===== src/rtl/writeback_stage_pkg.sv =====
// Shared CPU types for the MEM/WB boundary: word/register types, writeback
// source and load-size encodings, and the latched pipeline bundle.
package writeback_stage_pkg;

    localparam int WORD_W = 32;
    localparam int REG_AW = 5;

    typedef logic [WORD_W-1:0] word_t;
    typedef logic [REG_AW-1:0] regbits_t;

    typedef enum logic [1:0] {
        WB_ALU  = 2'd0,
        WB_LOAD = 2'd1,
        WB_PC4  = 2'd2,
        WB_LUI  = 2'd3
    } wbsrc_t;

    typedef enum logic [1:0] {
        LS_WORD = 2'd0,
        LS_HALF = 2'd1,
        LS_BYTE = 2'd2
    } lsize_t;

    typedef struct packed {
        logic        valid;
        logic        regwen;
        regbits_t    wsel;
        wbsrc_t      wbsrc;
        lsize_t      lsize;
        logic        lsigned;
        word_t       aluout;
        word_t       dload;
        word_t       pc4;
        logic [15:0] imm16;
        logic        halt;
    } mem_wb_t;

    // Widen a sub-word lane, replicating its top bit when signed.
    function automatic word_t extend_lane(input logic [15:0] lane, input logic is_byte,
                                          input logic sgn);
        word_t res;
        if (is_byte) begin
            res = {{24{sgn & lane[7]}}, lane[7:0]};
        end else begin
            res = {{16{sgn & lane[15]}}, lane};
        end
        return res;
    endfunction

endpackage


===== src/rtl/writeback_stage_load_extract.sv =====
// Selects the addressed byte/halfword lane from a raw load word and extends it.
module writeback_stage_load_extract
    import writeback_stage_pkg::*;
(
    input  word_t       dload,
    input  logic [1:0]  addr,
    input  lsize_t      lsize,
    input  logic        lsigned,
    output word_t       data
);

    logic [15:0] half_s;
    logic [7:0]  byte_s;

    // Lane selection and extension.
    always_comb begin
        half_s = addr[1] ? dload[31:16] : dload[15:0];
        case (addr)
            2'd0:    byte_s = dload[7:0];
            2'd1:    byte_s = dload[15:8];
            2'd2:    byte_s = dload[23:16];
            default: byte_s = dload[31:24];
        endcase
        case (lsize)
            LS_HALF: data = extend_lane(half_s, 1'b0, lsigned);
            LS_BYTE: data = extend_lane({8'h00, byte_s}, 1'b1, lsigned);
            default: data = dload;
        endcase
    end

endmodule


===== src/rtl/writeback_stage.sv =====
// MEM/WB pipeline latch, writeback mux, sticky halt and retire counter.
module writeback_stage
    import writeback_stage_pkg::*;
#(
    parameter int CNT_W = 32
) (
    input  logic              CLK,
    input  logic              nRST,
    input  logic              wb_en,
    input  logic              flush,
    input  logic              mem_valid,
    input  logic              mem_regwen,
    input  logic [REG_AW-1:0] mem_wsel,
    input  logic [1:0]        mem_wbsrc,
    input  logic [1:0]        mem_lsize,
    input  logic              mem_lsigned,
    input  logic [WORD_W-1:0] mem_aluout,
    input  logic [WORD_W-1:0] mem_dload,
    input  logic [WORD_W-1:0] mem_pc4,
    input  logic [15:0]       mem_imm16,
    input  logic              mem_halt,
    output logic              rf_wen,
    output logic [REG_AW-1:0] rf_wsel,
    output logic [WORD_W-1:0] rf_wdat,
    output logic              fwd_valid,
    output logic [REG_AW-1:0] fwd_wsel,
    output logic [WORD_W-1:0] fwd_wdat,
    output logic              halt,
    output logic [CNT_W-1:0]  retire_cnt
);

    mem_wb_t            latch_r;
    mem_wb_t            next_s;
    logic               halt_r;
    logic [CNT_W-1:0]   cnt_r;
    logic               take_s;
    logic               wen_s;
    word_t              load_s;
    word_t              value_s;
    word_t              wdat_s;

    // A real instruction retires only when captured unflushed before halt.
    assign take_s = ~flush & wb_en & mem_valid & ~halt_r;

    // Next latch contents: bubble, new bundle, or hold.
    always_comb begin
        next_s = latch_r;
        if (flush) begin
            next_s = {$bits(mem_wb_t){1'b0}};
        end else if (wb_en) begin
            if (halt_r) begin
                next_s = {$bits(mem_wb_t){1'b0}};
            end else begin
                next_s.valid   = mem_valid;
                next_s.regwen  = mem_regwen;
                next_s.wsel    = mem_wsel;
                next_s.wbsrc   = wbsrc_t'(mem_wbsrc);
                next_s.lsize   = lsize_t'(mem_lsize);
                next_s.lsigned = mem_lsigned;
                next_s.aluout  = mem_aluout;
                next_s.dload   = mem_dload;
                next_s.pc4     = mem_pc4;
                next_s.imm16   = mem_imm16;
                next_s.halt    = mem_halt;
            end
        end else begin
            next_s = latch_r;
        end
    end

    // Pipeline latch, sticky halt and retire counter.
    always_ff @(posedge CLK or negedge nRST) begin
        if (!nRST) begin
            latch_r <= {$bits(mem_wb_t){1'b0}};
            halt_r  <= 1'b0;
            cnt_r   <= {CNT_W{1'b0}};
        end else begin
            latch_r <= next_s;
            halt_r  <= halt_r | (take_s & mem_halt);
            if (take_s) begin
                cnt_r <= cnt_r + {{(CNT_W-1){1'b0}}, 1'b1};
            end else begin
                cnt_r <= cnt_r;
            end
        end
    end

    writeback_stage_load_extract u_load_extract (
        .dload   (latch_r.dload),
        .addr    (latch_r.aluout[1:0]),
        .lsize   (latch_r.lsize),
        .lsigned (latch_r.lsigned),
        .data    (load_s)
    );

    // Write enable and source mux; data forced to zero when not writing so
    // the forwarding comparators never see stale values.
    always_comb begin
        wen_s = latch_r.valid & latch_r.regwen & (latch_r.wsel != {REG_AW{1'b0}})
              & ~latch_r.halt;
        case (latch_r.wbsrc)
            WB_ALU:  value_s = latch_r.aluout;
            WB_LOAD: value_s = load_s;
            WB_PC4:  value_s = latch_r.pc4;
            WB_LUI:  value_s = {latch_r.imm16, 16'h0000};
            default: value_s = latch_r.aluout;
        endcase
        if (wen_s) begin
            wdat_s = value_s;
        end else begin
            wdat_s = {WORD_W{1'b0}};
        end
    end

    assign rf_wen     = wen_s;
    assign rf_wsel    = latch_r.wsel;
    assign rf_wdat    = wdat_s;
    assign fwd_valid  = wen_s;
    assign fwd_wsel   = latch_r.wsel;
    assign fwd_wdat   = wdat_s;
    assign halt       = halt_r;
    assign retire_cnt = cnt_r;

endmodule


===== config.mk =====
export PLATFORM = sky130hd
export DESIGN_NAME = writeback_stage
export DESIGN_NICKNAME = d
export VERILOG_FILES = /design/src/rtl/writeback_stage_pkg.sv /design/src/rtl/writeback_stage_load_extract.sv /design/src/rtl/writeback_stage.sv
export SDC_FILE = /design/constraint.sdc
export NUM_CORES = 1
export LEC_CHECK = 0
export ABC_CLOCK_PERIOD_IN_PS = 4200
export CORE_ASPECT_RATIO = 0.75
export CORE_MARGIN = 2
export CORE_UTILIZATION = 51
export CTS_CLUSTER_DIAMETER = 100
export DETAILED_ROUTE_END_ITERATION = 12
export PLACE_DENSITY_LB_ADDON = 0.25
export RECOVER_POWER = 25
export SYNTH_ARGS = -nofsm -noshare
export SYNTH_HDL_FRONTEND = slang
export SYNTH_SLANG_ARGS = --single-unit

===== constraint.sdc =====
create_clock -name CLK -period 4.2 [get_ports CLK]
set_clock_uncertainty 0.15 [all_clocks]
set_input_delay 0.84 -clock CLK [delete_from_list [all_inputs] [get_ports CLK]]
set_output_delay 0.84 -clock CLK [all_outputs]
set_load 0.03 [all_outputs]

==> impl_results.html, run 1 <==
<table>
<tr><th>Metric</th><th>Value</th></tr>
<tr><th colspan="2">Synth</th></tr>
<tr><td>Post-synthesis compound-gate area fraction</td><td>25.6%</td></tr>
<tr><td>Ranking of synthesized cells by instance count</td><td>dfrtp_1, a22o_1, nand2_1</td></tr>
<tr><td>Number of distinct library cells after synthesis</td><td>46</td></tr>
<tr><td>Combinational family with the most area after synthesis</td><td>compound AO/OA/AOI/OAI gates</td></tr>
<tr><td>Synth Flop Type</td><td>dfrtp_1</td></tr>
<tr><td>Synthesis-stage register bit count</td><td>approximately 160</td></tr>
<tr><td>Synth Area in Adders</td><td>0.480%</td></tr>
<tr><td>Sequential cell area fraction in the yosys report</td><td>50.6%</td></tr>
<tr><td>Most common cell in the netlist</td><td>dfrtp_1</td></tr>
<tr><td>Fraction of post-synthesis cell area in the top cell type by area</td><td>50.6%</td></tr>
<tr><td>Gate Count Post-Synth</td><td>about 730</td></tr>
<tr><td>Top cell type by total area after synthesis</td><td>dfrtp_1</td></tr>
<tr><td>Count of synthesis-stage warnings from yosys</td><td>0</td></tr>
<tr><td>Synthesized area per cell</td><td>10.7 µm²</td></tr>
<tr><td>Simple-gate share of the synthesized area</td><td>8.02%</td></tr>
<tr><td>XOR/XNOR Fraction of Synth Area</td><td>3.47%</td></tr>
<tr><td>Mapped Nets</td><td>864</td></tr>
<tr><td>Number of enable-type register cells in the synthesized netlist</td><td>0</td></tr>
<tr><td>Main area contributors after synthesis</td><td>dfrtp_1, a22o_1, buf_4</td></tr>
<tr><td>Post-synthesis mux area share</td><td>between 3 and 4%</td></tr>
<tr><td>Mapped cell area</td><td>roughly 8000 µm²</td></tr>
<tr><td>Fraction of registers with async set or reset after synthesis</td><td>between 90% and 100%</td></tr>
<tr><th colspan="2">Flow run</th></tr>
<tr><td>Number of max-cap violations</td><td>1</td></tr>
<tr><th colspan="2">Placed design</th></tr>
<tr><td>DP Area</td><td>between 9000 and 10000 µm²</td></tr>
<tr><td>Final weighted congestion in routability-driven placement</td><td>around 1.0</td></tr>
<tr><td>Detailed-placement wirelength estimate</td><td>around 16 mm</td></tr>
<tr><td>Port Buf Inserts</td><td>237</td></tr>
<tr><td>Placed cell count</td><td>around 1100</td></tr>
<tr><th colspan="2">Critical path</th></tr>
<tr><td>Launching element type of the critical path</td><td>register</td></tr>
<tr><td>Critical path class</td><td>register to output pin</td></tr>
<tr><td>Arr. time, crit path</td><td>approximately 3.1 ns</td></tr>
<tr><td>Req. time, crit path</td><td>around 3.2 ns</td></tr>
<tr><td>Max Fanout on Critical Path</td><td>8</td></tr>
<tr><td>Capturing element type of the critical path</td><td>output pin</td></tr>
<tr><th colspan="2">CTS</th></tr>
<tr><td>Clock insertion delay at the later pin of the skew report</td><td>~0.42 ns</td></tr>
<tr><td>Total clock buffers created by CTS</td><td>17</td></tr>
<tr><td>Largest buffer count on any clock path</td><td>2</td></tr>
<tr><td>Htree depth</td><td>4</td></tr>
<tr><td>Setup bufs post-CTS</td><td>0</td></tr>
<tr><td>Root Buffer</td><td>clkbuf_16</td></tr>
<tr><td>Cts-stage hold buffer count</td><td>0</td></tr>
<tr><td>TritonCTS clock tree</td><td>yes</td></tr>
<tr><td>Clock-pin slew of the registers on the worst-case setup and hold paths</td><td>approximately 0.06 ns</td></tr>
<tr><td>Sink count of the clock tree</td><td>between 150 and 200</td></tr>
<tr><th colspan="2">Power and ir drop</th></tr>
<tr><td>Part of the power in the clock network</td><td>about 39%</td></tr>
<tr><td>Switching share of total power</td><td>approximately 27%</td></tr>
<tr><td>Leakage dissipation</td><td>approximately 0.0045 µW</td></tr>
<tr><td>Sequential cell fraction of total power</td><td>around 45%</td></tr>
<tr><td>Combinational Power Share</td><td>approximately 16%</td></tr>
<tr><td>Pwr Density</td><td>roughly 370 nW/µm²</td></tr>
<tr><td>P_int</td><td>around 2800 µW</td></tr>
<tr><td>Worst voltage drop across the vdd grid</td><td>around 0.23 mV</td></tr>
<tr><td>Switching power total</td><td>1060 µW</td></tr>
<tr><td>Total power after layout</td><td>~3900 µW</td></tr>
<tr><th colspan="2">Floorplan</th></tr>
<tr><td>Core Footprint</td><td>~15000 µm²</td></tr>
<tr><td>Die Outline Area</td><td>approximately 16000 µm²</td></tr>
<tr><td>Horizontal die dimension</td><td>approximately 150 µm</td></tr>
<tr><td>Die boundary height</td><td>about 110 µm</td></tr>
<tr><td>Effective utilization at floorplan</td><td>slightly above 50%</td></tr>
<tr><td>Std cell rows</td><td>39</td></tr>
<tr><td>Top-Level Pins</td><td>roughly 240</td></tr>
<tr><th colspan="2">Route</th></tr>
<tr><td>Avg WL per Cell</td><td>20.8 µm</td></tr>
<tr><td>Number of search-and-repair iterations in the first detailed-routing pass</td><td>6</td></tr>
<tr><td>Average vias per placed instance</td><td>6.03</td></tr>
<tr><td>DR WL met3</td><td>just over 2 mm</td></tr>
<tr><td>Met2 Wirelength</td><td>roughly 10 mm</td></tr>
<tr><td>Routed wire length</td><td>between 20 and 25 mm</td></tr>
<tr><td>Count of unresolved DRC violations after routing</td><td>0</td></tr>
<tr><td>Detailed router's first-iteration violation count</td><td>733</td></tr>
<tr><td>Number of vias after detailed routing</td><td>6730</td></tr>
<tr><td>Remaining antenna violation count after routing</td><td>0</td></tr>
<tr><td>Met1 wire length</td><td>between 10 and 15 mm</td></tr>
<tr><td>Uppermost routed layer</td><td>met4</td></tr>
<tr><th colspan="2">Timing</th></tr>
<tr><td>Sum Neg Setup Slack</td><td>0 ns</td></tr>
<tr><td>Number of failing setup endpoints in the final timing report</td><td>0</td></tr>
<tr><td>Worst-Margin Slew</td><td>between 2 and 3 ns</td></tr>
<tr><td>Unrepaired setup endpoints after global routing</td><td>false</td></tr>
<tr><td>Slew HR</td><td>-85.9%</td></tr>
<tr><td>Final hold violations</td><td>0</td></tr>
<tr><td>Tmin final</td><td>4.09 ns</td></tr>
<tr><td>Period utilization</td><td>between 90% and 100%</td></tr>
<tr><td>Peak clock frequency supported by timing</td><td>0.244 GHz</td></tr>
<tr><td>Final slew viol count</td><td>between 100 and 150</td></tr>
<tr><th colspan="2">Layout</th></tr>
<tr><td>Diode count</td><td>0</td></tr>
<tr><td>Finished Layout Cells</td><td>between 1000 and 1500</td></tr>
<tr><td>Final design area excluding fillers</td><td>about 11000 µm²</td></tr>
<tr><td>Number of nets in the layout</td><td>slightly above 1000</td></tr>
<tr><td>Synthesis-to-finish area growth</td><td>34.7%</td></tr>
<tr><td>Share of final-layout standard cells stronger than drive strength 1</td><td>approximately 12%</td></tr>
<tr><th colspan="2">Global route</th></tr>
<tr><td>Vias in the first global route</td><td>roughly 6600</td></tr>
<tr><td>Pin count of the biggest net entering global routing</td><td>about 130</td></tr>
<tr><td>Gr ovfl total</td><td>0</td></tr>
<tr><td>Wire length of the first global-routing pass</td><td>between 30 and 40 mm</td></tr>
<tr><td>Initial antenna violation count</td><td>0</td></tr>
<tr><td>Overall Global Routing Usage</td><td>28.7%</td></tr>
<tr><th colspan="2">Status</th></tr>
<tr><td>Run status</td><td>finished, violations left</td></tr>
<tr><td>Violated checks</td><td>capacitance limit, slew limit</td></tr>
<tr><th colspan="2">Hold path</th></tr>
<tr><td>Hold/Removal Path Class</td><td>register to register</td></tr>
</table>
## worst max-delay path, stage by stage (launching register included)
cell	delay [ns]
dfrtp_1	0.40
inv_1	0.06
ha_1	0.30
nor2b_1	0.47
o211ai_1	0.15
a21o_1	0.21
a31oi_1	0.34
clkdlybuf4s50_1	0.75
## layout make-up
| class | instances | area, µm² |
|---|---|---|
| fill | 1113 | 4600 |
| sequential | 158 | 3960 |
| multi-input combinational | 450 | 3210 |
| timing repair buffer | 255 | 2460 |
| clock buffer | 21 | 460 |
| tap | 205 | 256 |
| clock inverter | 10 | 114 |
| inverter | 17 | 67.6 |
| timing repair inverter | 1 | 5.00 |
## cells by family after synthesis
group                      Yosys count
AOI/OAI and AO/OA                  265
DFF                                158
and+or+nand+nor                    127
buffers and inverters              124
xor gates and xnor gates            31
muxes                               24
adders and majority gates            3
## state kept, by name, summed over array words and instances, names as in the netlist
name and cells:
retire_cnt 32, halt 1, latch_r 120, fwd_wsel 5
## layout by cell type, fill, tap and decap left out, types with 5 or more instances in the layout
| master | n |
|---|---|
| clkbuf_16 | 17 |
| buf_4 | 53 |
| a31oi_1 | 7 |
| clkdlybuf4s50_1 | 194 |
| nand4_1 | 15 |
| a22o_1 | 124 |
| mux2_2 | 9 |
| a21oi_1 | 37 |
| nor2_1 | 18 |
| o22ai_1 | 6 |
| o21ai_0 | 35 |
| o221ai_1 | 17 |
| nand3_1 | 15 |
| nand2_1 | 52 |
| o211ai_1 | 11 |
| inv_1 | 15 |
| a311o_1 | 5 |
| xnor2_1 | 30 |
| and3_1 | 5 |
| dfrtp_1 | 157 |
| mux2i_1 | 15 |
## per-stage QoR
step	util, %	worst slack [ns]	hold slack (ns)
6_report	69.6	0.105	0.334
2_1_floorplan	-	0.868	0.296
4_1_cts	69.5	0.103	0.330
3_5_place_dp	65.7	0.562	0.319
5_1_grt	69.6	0.0125	0.332
3_3_place_gp	65.7	0.635	0.311
## worst paths after layout
path	start	to	slack, ns	cells after the start
min	retire_cnt[31]	retire_cnt[31]	0.33	1
min reg2reg	retire_cnt[31]	retire_cnt[31]	0.33	1
max reg2reg	halt	retire_cnt[31]	1.91	5
max in group asynchronous	nRST	latch_r[117]	0.94	1
min in group asynchronous	nRST	latch_r[106]	1.09	1
max	latch_r[114]	fwd_wdat[0]	0.11	7
## metal layers
| layer | up-vias | GRT usage, % |
|---|---|---|
| met5 | - | 0 |
| met4 | 0 | 7.37 |
| met3 | 41 | 7.04 |
| met2 | 367 | 41.7 |
| met1 | 3306 | 43.2 |
| li1 | 3016 | - |
## power by group through the flow
stage               sequential, µW  combinational (µW)  clock [µW]
floorplan                     1760                 311           0
global placement              1750                 610           0
detailed placement            1760                 622           0
CTS                           1730                 627        1530
global route                  1750                 678        1610
finish                        1730                 630        1520
## what timing repair did
item                                    CTS  global route
endpoints found under the hold margin     0             0
endpoints found under the setup margin    0            11
gates resized for setup                   0             5
Note: power is estimated with default switching activity, not from simulation.
==> inputs of run 2 (changes only) <==
Settings changed: ABC_CLOCK_PERIOD_IN_PS 4200 to 4100, CORE_UTILIZATION 51 to 48.
Clock period 4.2 ns to 4.1 ns, I/O delays scaled along.
==> impl_results.html, run 2 (synthesis gave the netlist of run 1 again) <==
<table>
<tr><th>Metric</th><th>Value</th></tr>
<tr><th colspan="2">Global route</th></tr>
<tr><td>Vias in the first global route</td><td>6398</td></tr>
<tr><td>Overall Global Routing Usage</td><td>a little over a quarter</td></tr>
<tr><td>Pin count of the biggest net entering global routing</td><td>about 120</td></tr>
<tr><td>Initial antenna violation count</td><td>0</td></tr>
<tr><td>Wire length of the first global-routing pass</td><td>about 36 mm</td></tr>
<tr><td>Gr ovfl total</td><td>0</td></tr>
<tr><th colspan="2">Timing</th></tr>
<tr><td>Worst-Margin Slew</td><td>2.88 ns</td></tr>
<tr><td>Sum Neg Setup Slack</td><td>0 ns</td></tr>
<tr><td>Slew HR</td><td>-91.7%</td></tr>
<tr><td>Tmin final</td><td>3.86 ns</td></tr>
<tr><td>Final slew viol count</td><td>~120</td></tr>
<tr><td>Number of failing setup endpoints in the final timing report</td><td>0</td></tr>
<tr><td>Peak clock frequency supported by timing</td><td>around 0.26 GHz</td></tr>
<tr><td>Unrepaired setup endpoints after global routing</td><td>false</td></tr>
<tr><td>Period utilization</td><td>94.1%</td></tr>
<tr><td>Final critical-path setup slack</td><td>0.241 ns</td></tr>
<tr><td>Worst Hold Slack</td><td>around 0.34 ns</td></tr>
<tr><td>Final hold violations</td><td>0</td></tr>
<tr><th colspan="2">Status</th></tr>
<tr><td>Run status</td><td>finished, violations left</td></tr>
<tr><td>Violated checks</td><td>capacitance limit, slew limit</td></tr>
<tr><th colspan="2">CTS</th></tr>
<tr><td>Root Buffer</td><td>clkbuf_16</td></tr>
<tr><td>Clock-pin slew of the registers on the worst-case setup and hold paths</td><td>approximately 0.06 ns</td></tr>
<tr><td>Clock insertion delay at the later pin of the skew report</td><td>0.43 ns</td></tr>
<tr><td>Total clock buffers created by CTS</td><td>17</td></tr>
<tr><td>Htree depth</td><td>4</td></tr>
<tr><td>Setup bufs post-CTS</td><td>0</td></tr>
<tr><td>TritonCTS clock tree</td><td>yes</td></tr>
<tr><td>Sink count of the clock tree</td><td>around 160</td></tr>
<tr><td>Largest buffer count on any clock path</td><td>2</td></tr>
<tr><th colspan="2">Layout</th></tr>
<tr><td>Number of nets in the layout</td><td>approximately 1000</td></tr>
<tr><td>Share of final-layout standard cells stronger than drive strength 1</td><td>between 10% and 20%</td></tr>
<tr><td>Diode count</td><td>0</td></tr>
<tr><td>Most common library cell in the layout ignoring fill and taps</td><td>clkdlybuf4s50_1</td></tr>
<tr><td>Largest reg by FF count</td><td>latch_r</td></tr>
<tr><td>Max FFs per register</td><td>between 100 and 150</td></tr>
<tr><td>Synthesis-to-finish area growth</td><td>34.9%</td></tr>
<tr><td>Fillers</td><td>around 1200</td></tr>
<tr><td>Commonest non-fill, non-tap cells in the layout</td><td>clkdlybuf4s50_1, dfrtp_1, a22o_1, buf_4, nand2_1</td></tr>
<tr><th colspan="2">Critical path</th></tr>
<tr><td>Capturing element type of the critical path</td><td>output pin</td></tr>
<tr><td>End of the worst register-to-register path</td><td>retire_cnt[28]</td></tr>
<tr><td>Critical path class</td><td>register to output pin</td></tr>
<tr><td>Worst setup path end</td><td>rf_wdat[15]</td></tr>
<tr><td>Max Fanout on Critical Path</td><td>8</td></tr>
<tr><td>Req. time, crit path</td><td>3.13 ns</td></tr>
<tr><td>Launching element type of the critical path</td><td>register</td></tr>
<tr><td>Arr. time, crit path</td><td>a little under 3 ns</td></tr>
<tr><td>Reg2Reg Setup Slack</td><td>approximately 1.9 ns</td></tr>
<tr><td>Reg2reg path depth</td><td>5</td></tr>
<tr><td>Startpoint of the most critical register-to-register path</td><td>retire_cnt[0]</td></tr>
<tr><td>Critical Path Source</td><td>latch_r[114]</td></tr>
<tr><th colspan="2">Power and ir drop</th></tr>
<tr><td>Worst voltage drop across the vdd grid</td><td>between 0.2 and 0.3 mV</td></tr>
<tr><td>Total power after layout</td><td>around 4000 µW</td></tr>
<tr><td>Pwr Density</td><td>382 nW/µm²</td></tr>
<tr><td>Leakage dissipation</td><td>around 0.0045 µW</td></tr>
<tr><th colspan="2">Route</th></tr>
<tr><td>Routed wire length</td><td>~23 mm</td></tr>
<tr><td>Number of search-and-repair iterations in the first detailed-routing pass</td><td>5</td></tr>
<tr><td>Count of unresolved DRC violations after routing</td><td>0</td></tr>
<tr><td>Remaining antenna violation count after routing</td><td>0</td></tr>
<tr><td>Detailed router's first-iteration violation count</td><td>431</td></tr>
<tr><td>Avg WL per Cell</td><td>20.5 µm</td></tr>
<tr><td>Number of vias after detailed routing</td><td>6658</td></tr>
<tr><td>Average vias per placed instance</td><td>around 6</td></tr>
<tr><th colspan="2">Floorplan</th></tr>
<tr><td>Core Footprint</td><td>approximately 16000 µm²</td></tr>
<tr><td>Effective utilization at floorplan</td><td>49.0%</td></tr>
<tr><td>Horizontal die dimension</td><td>between 150 and 200 µm</td></tr>
<tr><td>Std cell rows</td><td>40</td></tr>
<tr><td>Die boundary height</td><td>approximately 110 µm</td></tr>
<tr><td>Die Outline Area</td><td>between 15000 and 20000 µm²</td></tr>
<tr><td>Top-Level Pins</td><td>~240</td></tr>
<tr><th colspan="2">Placed design</th></tr>
<tr><td>Placement-stage worst setup slack</td><td>roughly 0.64 ns</td></tr>
<tr><td>Port Buf Inserts</td><td>about 240</td></tr>
<tr><td>Detailed-placement wirelength estimate</td><td>around 17 mm</td></tr>
<tr><td>Final weighted congestion in routability-driven placement</td><td>approximately 0.90</td></tr>
<tr><th colspan="2">Hold path</th></tr>
<tr><td>Hold/Removal Path Class</td><td>register to register</td></tr>
<tr><th colspan="2">Flow run</th></tr>
<tr><td>Number of max-cap violations</td><td>1</td></tr>
</table>
## run 2: final cells by class
type / count / area (µm²) / share of cell area, %
inverters: 17 / 63.8 / 0.605
clock inverters: 10 / 138 / 1.30
flip-flops and latches: 158 / 3960 / 37.5
well taps: 210 / 263 / 2.49
multi-input cells: 450 / 3210 / 30.4
repair buffers: 262 / 2460 / 23.4
clock buffers: 21 / 460 / 4.36
## run 2: critical path, cell delays in order (launching register included)
cell and delay [ns]:
dfrtp_1 0.40, inv_1 0.06, ha_1 0.29, and2_1 0.34, o2bb2ai_2 0.22, a21oi_1 0.12, o32ai_1 0.26, clkdlybuf4s50_1 0.76
## run 2: metrics by stage
step                      area (µm²)  cells  utilization, %
after floorplan                 7820    732               -
after global placement          9950   1097            62.3
after detailed placement        9950   1097            62.3
after CTS                      10600   1128            66.1
after global routing           10600   1128            66.1
final                          10600   1128            66.1
## run 2: report_power, final
group	total, µW	switching [µW]	internal [µW]
clock	1610	621	985
sequential	1780	115	1660
combinational	649	333	316
total	4030	1070	2960
## run 2: worst min-delay path by stage
stage                     endpoint  cells past startpoint            from  slack (ns)
floorplan             latch_r[124]                      2    latch_r[124]        0.30
global placement    retire_cnt[31]                      1  retire_cnt[31]        0.31
detailed placement    latch_r[124]                      2    latch_r[124]        0.32
CTS                 retire_cnt[31]                      1  retire_cnt[31]        0.34
global route        retire_cnt[30]                      1  retire_cnt[30]        0.35
finish              retire_cnt[31]                      1  retire_cnt[31]        0.34
## run 2: metal layers
metal / part of all wire (%) / global-route usage [%]
met2: 45 / 40.0
met1: 47 / 40.8
met3: 7.5 / 5.94
met5: 0 / 0
met4: 1.4 / 7.17
## run 2: timing repair
action | in CTS | in global routing
gates resized for setup | 0 | 3
hold buffers | 0 | 0
endpoints found under the setup margin | 0 | 5
==> inputs of run 3 (changes only) <==
Settings changed: GPL_TIMING_DRIVEN set to 0.
==> impl_results.html, run 3 (synthesis gave the netlist of run 1 again) <==
<table>
<tr><th>Metric</th><th>Value</th></tr>
<tr><th colspan="2">Status</th></tr>
<tr><td>Run status</td><td>finished, violations left</td></tr>
<tr><td>Violated checks</td><td>capacitance limit, slew limit</td></tr>
<tr><th colspan="2">Global route</th></tr>
<tr><td>Overall Global Routing Usage</td><td>roughly 29%</td></tr>
<tr><td>Wire length of the first global-routing pass</td><td>around 38 mm</td></tr>
<tr><td>Gr ovfl total</td><td>0</td></tr>
<tr><td>Initial antenna violation count</td><td>0</td></tr>
<tr><td>Vias in the first global route</td><td>approximately 6700</td></tr>
<tr><td>Pin count of the biggest net entering global routing</td><td>between 90 and 100</td></tr>
<tr><th colspan="2">Power and ir drop</th></tr>
<tr><td>Sequential cell fraction of total power</td><td>approximately 43%</td></tr>
<tr><td>Combinational Power Share</td><td>between 10% and 20%</td></tr>
<tr><td>Part of the power in the clock network</td><td>between 30% and 40%</td></tr>
<tr><td>Switching power total</td><td>roughly 1100 µW</td></tr>
<tr><td>Pwr Density</td><td>roughly 370 nW/µm²</td></tr>
<tr><td>Switching share of total power</td><td>between 20% and 30%</td></tr>
<tr><td>P_int</td><td>2950 µW</td></tr>
<tr><td>Leakage dissipation</td><td>around 0.0053 µW</td></tr>
<tr><td>Worst voltage drop across the vdd grid</td><td>between 0.2 and 0.25 mV</td></tr>
<tr><th colspan="2">CTS</th></tr>
<tr><td>Total clock buffers created by CTS</td><td>17</td></tr>
<tr><td>TritonCTS clock tree</td><td>yes</td></tr>
<tr><td>Clock-pin slew of the registers on the worst-case setup and hold paths</td><td>0.06 ns</td></tr>
<tr><td>Htree depth</td><td>4</td></tr>
<tr><td>Root Buffer</td><td>clkbuf_16</td></tr>
<tr><td>Clock insertion delay at the later pin of the skew report</td><td>0.42 ns</td></tr>
<tr><td>Largest buffer count on any clock path</td><td>2</td></tr>
<tr><td>Sink count of the clock tree</td><td>~160</td></tr>
<tr><th colspan="2">Critical path</th></tr>
<tr><td>Arr. time, crit path</td><td>between 3 and 4 ns</td></tr>
<tr><td>Critical path class</td><td>register to output pin</td></tr>
<tr><td>CP top delay family</td><td>buffers and inverters</td></tr>
<tr><td>Req. time, crit path</td><td>3.13 ns</td></tr>
<tr><td>Max Fanout on Critical Path</td><td>10</td></tr>
<tr><td>Highest-delay cell along the critical path</td><td>clkbuf_1</td></tr>
<tr><td>Launching element type of the critical path</td><td>register</td></tr>
<tr><td>Sequence of cells on the critical path</td><td>nor3_1 -&gt; a211o_1 -&gt; clkinv_1 -&gt; clkbuf_1 -&gt; o21ai_0 -&gt; a21oi_1 -&gt; buf_4 -&gt; dlygate4sd2_1</td></tr>
<tr><td>Delay of the slowest critical-path stage</td><td>0.48 ns</td></tr>
<tr><td>Total buffers and inverters traversed by the critical path</td><td>4</td></tr>
<tr><td>Capturing element type of the critical path</td><td>output pin</td></tr>
<tr><th colspan="2">Placed design</th></tr>
<tr><td>Detailed-placement wirelength estimate</td><td>between 15 and 20 mm</td></tr>
<tr><td>Final weighted congestion in routability-driven placement</td><td>0.991</td></tr>
<tr><td>DP Area</td><td>about 10000 µm²</td></tr>
<tr><td>Port Buf Inserts</td><td>roughly 240</td></tr>
<tr><td>Placed cell count</td><td>about 1200</td></tr>
<tr><th colspan="2">Floorplan</th></tr>
<tr><td>Die boundary height</td><td>between 100 and 150 µm</td></tr>
<tr><td>Die Outline Area</td><td>roughly 17000 µm²</td></tr>
<tr><td>Horizontal die dimension</td><td>~150 µm</td></tr>
<tr><td>Core Footprint</td><td>around 16000 µm²</td></tr>
<tr><td>Effective utilization at floorplan</td><td>between 40 and 50%</td></tr>
<tr><td>Top-Level Pins</td><td>238</td></tr>
<tr><td>Std cell rows</td><td>40</td></tr>
<tr><th colspan="2">Route</th></tr>
<tr><td>Detailed router's first-iteration violation count</td><td>692</td></tr>
<tr><td>Average vias per placed instance</td><td>roughly 5.9</td></tr>
<tr><td>Number of search-and-repair iterations in the first detailed-routing pass</td><td>5</td></tr>
<tr><td>Count of unresolved DRC violations after routing</td><td>0</td></tr>
<tr><td>Remaining antenna violation count after routing</td><td>0</td></tr>
<tr><td>Number of vias after detailed routing</td><td>7134</td></tr>
<tr><td>Routed wire length</td><td>about 25 mm</td></tr>
<tr><td>Avg WL per Cell</td><td>between 20 and 25 µm</td></tr>
<tr><th colspan="2">Hold path</th></tr>
<tr><td>Hold/Removal Path Class</td><td>register to register</td></tr>
<tr><th colspan="2">Timing</th></tr>
<tr><td>Period utilization</td><td>between 90% and 100%</td></tr>
<tr><td>Tmin final</td><td>4.00 ns</td></tr>
<tr><td>Peak clock frequency supported by timing</td><td>approximately 0.25 GHz</td></tr>
<tr><td>Final slew viol count</td><td>64</td></tr>
<tr><td>Worst-Margin Slew</td><td>2.91 ns</td></tr>
<tr><td>Final hold violations</td><td>0</td></tr>
<tr><td>Slew HR</td><td>-94.1%</td></tr>
<tr><td>Sum Neg Setup Slack</td><td>0 ns</td></tr>
<tr><td>Number of failing setup endpoints in the final timing report</td><td>0</td></tr>
<tr><th colspan="2">Layout</th></tr>
<tr><td>Synthesis-to-finish area growth</td><td>42.5%</td></tr>
<tr><td>Commonest non-fill, non-tap cells in the layout</td><td>clkdlybuf4s50_1, dfrtp_1, a22o_1, nand2_1, buf_4</td></tr>
<tr><td>Most common library cell in the layout ignoring fill and taps</td><td>clkdlybuf4s50_1</td></tr>
<tr><td>Number of nets in the layout</td><td>about 1100</td></tr>
<tr><td>Largest reg by FF count</td><td>latch_r</td></tr>
<tr><td>Max FFs per register</td><td>120</td></tr>
<tr><td>Diode count</td><td>0</td></tr>
<tr><td>Final design area excluding fillers</td><td>between 10000 and 15000 µm²</td></tr>
<tr><td>Fillers</td><td>between 1000 and 1500</td></tr>
<tr><td>Finished Layout Cells</td><td>1211</td></tr>
<tr><td>Share of final-layout standard cells stronger than drive strength 1</td><td>13.0%</td></tr>
<tr><th colspan="2">Flow run</th></tr>
<tr><td>Number of max-cap violations</td><td>1</td></tr>
</table>
run 3: changes by cell type in the layout (fill, tap and decap cells not counted), sizes merged:
cell           change
clkdlybuf4s50      +7
dlymetal6s2s      +22
clkinvlp           -1
clkbuf            +39
buf                -9
inv                +2
clkinv             +1
dlygate4sd2       +22
run 3: power groups by stage:
stage	combinational [µW]	clock, µW	sequential (µW)
5_1_grt	744	1710	1780
6_report	691	1610	1770
4_1_cts	683	1630	1760
3_3_place_gp	662	0	1790
3_5_place_dp	676	0	1790
2_1_floorplan	319	0	1800
run 3: worst register-to-register path, delay by kind of cell (launching register included):
family	cells	cell delay (ns)
flops	1	0.41
buf+inv	3	1.31
simple gates	1	0.18
compound gates	1	0.19
run 3: cell type report:
cell class              count  area (µm²)  share of cell area, %
inverters                  17        63.8                  0.572
flip-flops and latches    158        3950                   35.5
repair buffers            238        2420                   21.7
multi-input cells         450        3230                   29.0
plain buffers             106         617                   5.53
clock inverters            12         160                   1.44
well taps                 210         263                   2.36
clock buffers              20         437                   3.92
run 3: worst paths after layout:
kind | start | end | slack, ns | cells past startpoint
min | retire_cnt[31] | retire_cnt[31] | 0.33 | 1
max reg2reg | halt | latch_r[40] | 1.80 | 5
min in group asynchronous | nRST | latch_r[42] | 1.32 | 1
max | fwd_wsel[3] | rf_wdat[19] | 0.1 | 8
min reg2reg | retire_cnt[31] | retire_cnt[31] | 0.33 | 1
max in group asynchronous | nRST | retire_cnt[29] | 0.80 | 1
run 3: timing repair:
| action | 4_1_cts | 5_1_grt |
|---|---|---|
| resized for setup | 33 | 38 |
| setup buffers | 0 | 0 |
| endpoints found under the setup margin | 37 | 40 |
| hold buffers | 0 | 0 |
| pin swaps | 0 | 2 |
| gates cloned | 0 | 0 |
run 3: routing by layer:
layer	GRT usage, %	up-vias	routed length, µm
li1	-	3201	-
met2	42.1	398	10900
met5	0	-	0
met3	7.33	34	2700
met4	5.98	0	331
met1	43.7	3501	10800
run 3: per-stage QoR:
stage	power, µW	worst slack, ns	hold WS [ns]	util, %
6_report	4070	0.0966	0.325	69.8
5_1_grt	4240	-0.00434	0.358	69.8
4_1_cts	4080	0.00370	0.237	69.4
3_5_place_dp	2460	0.232	0.321	65.7
3_3_place_gp	2450	-4.20	0.311	65.5
2_1_floorplan	2120	0.788	0.296	-
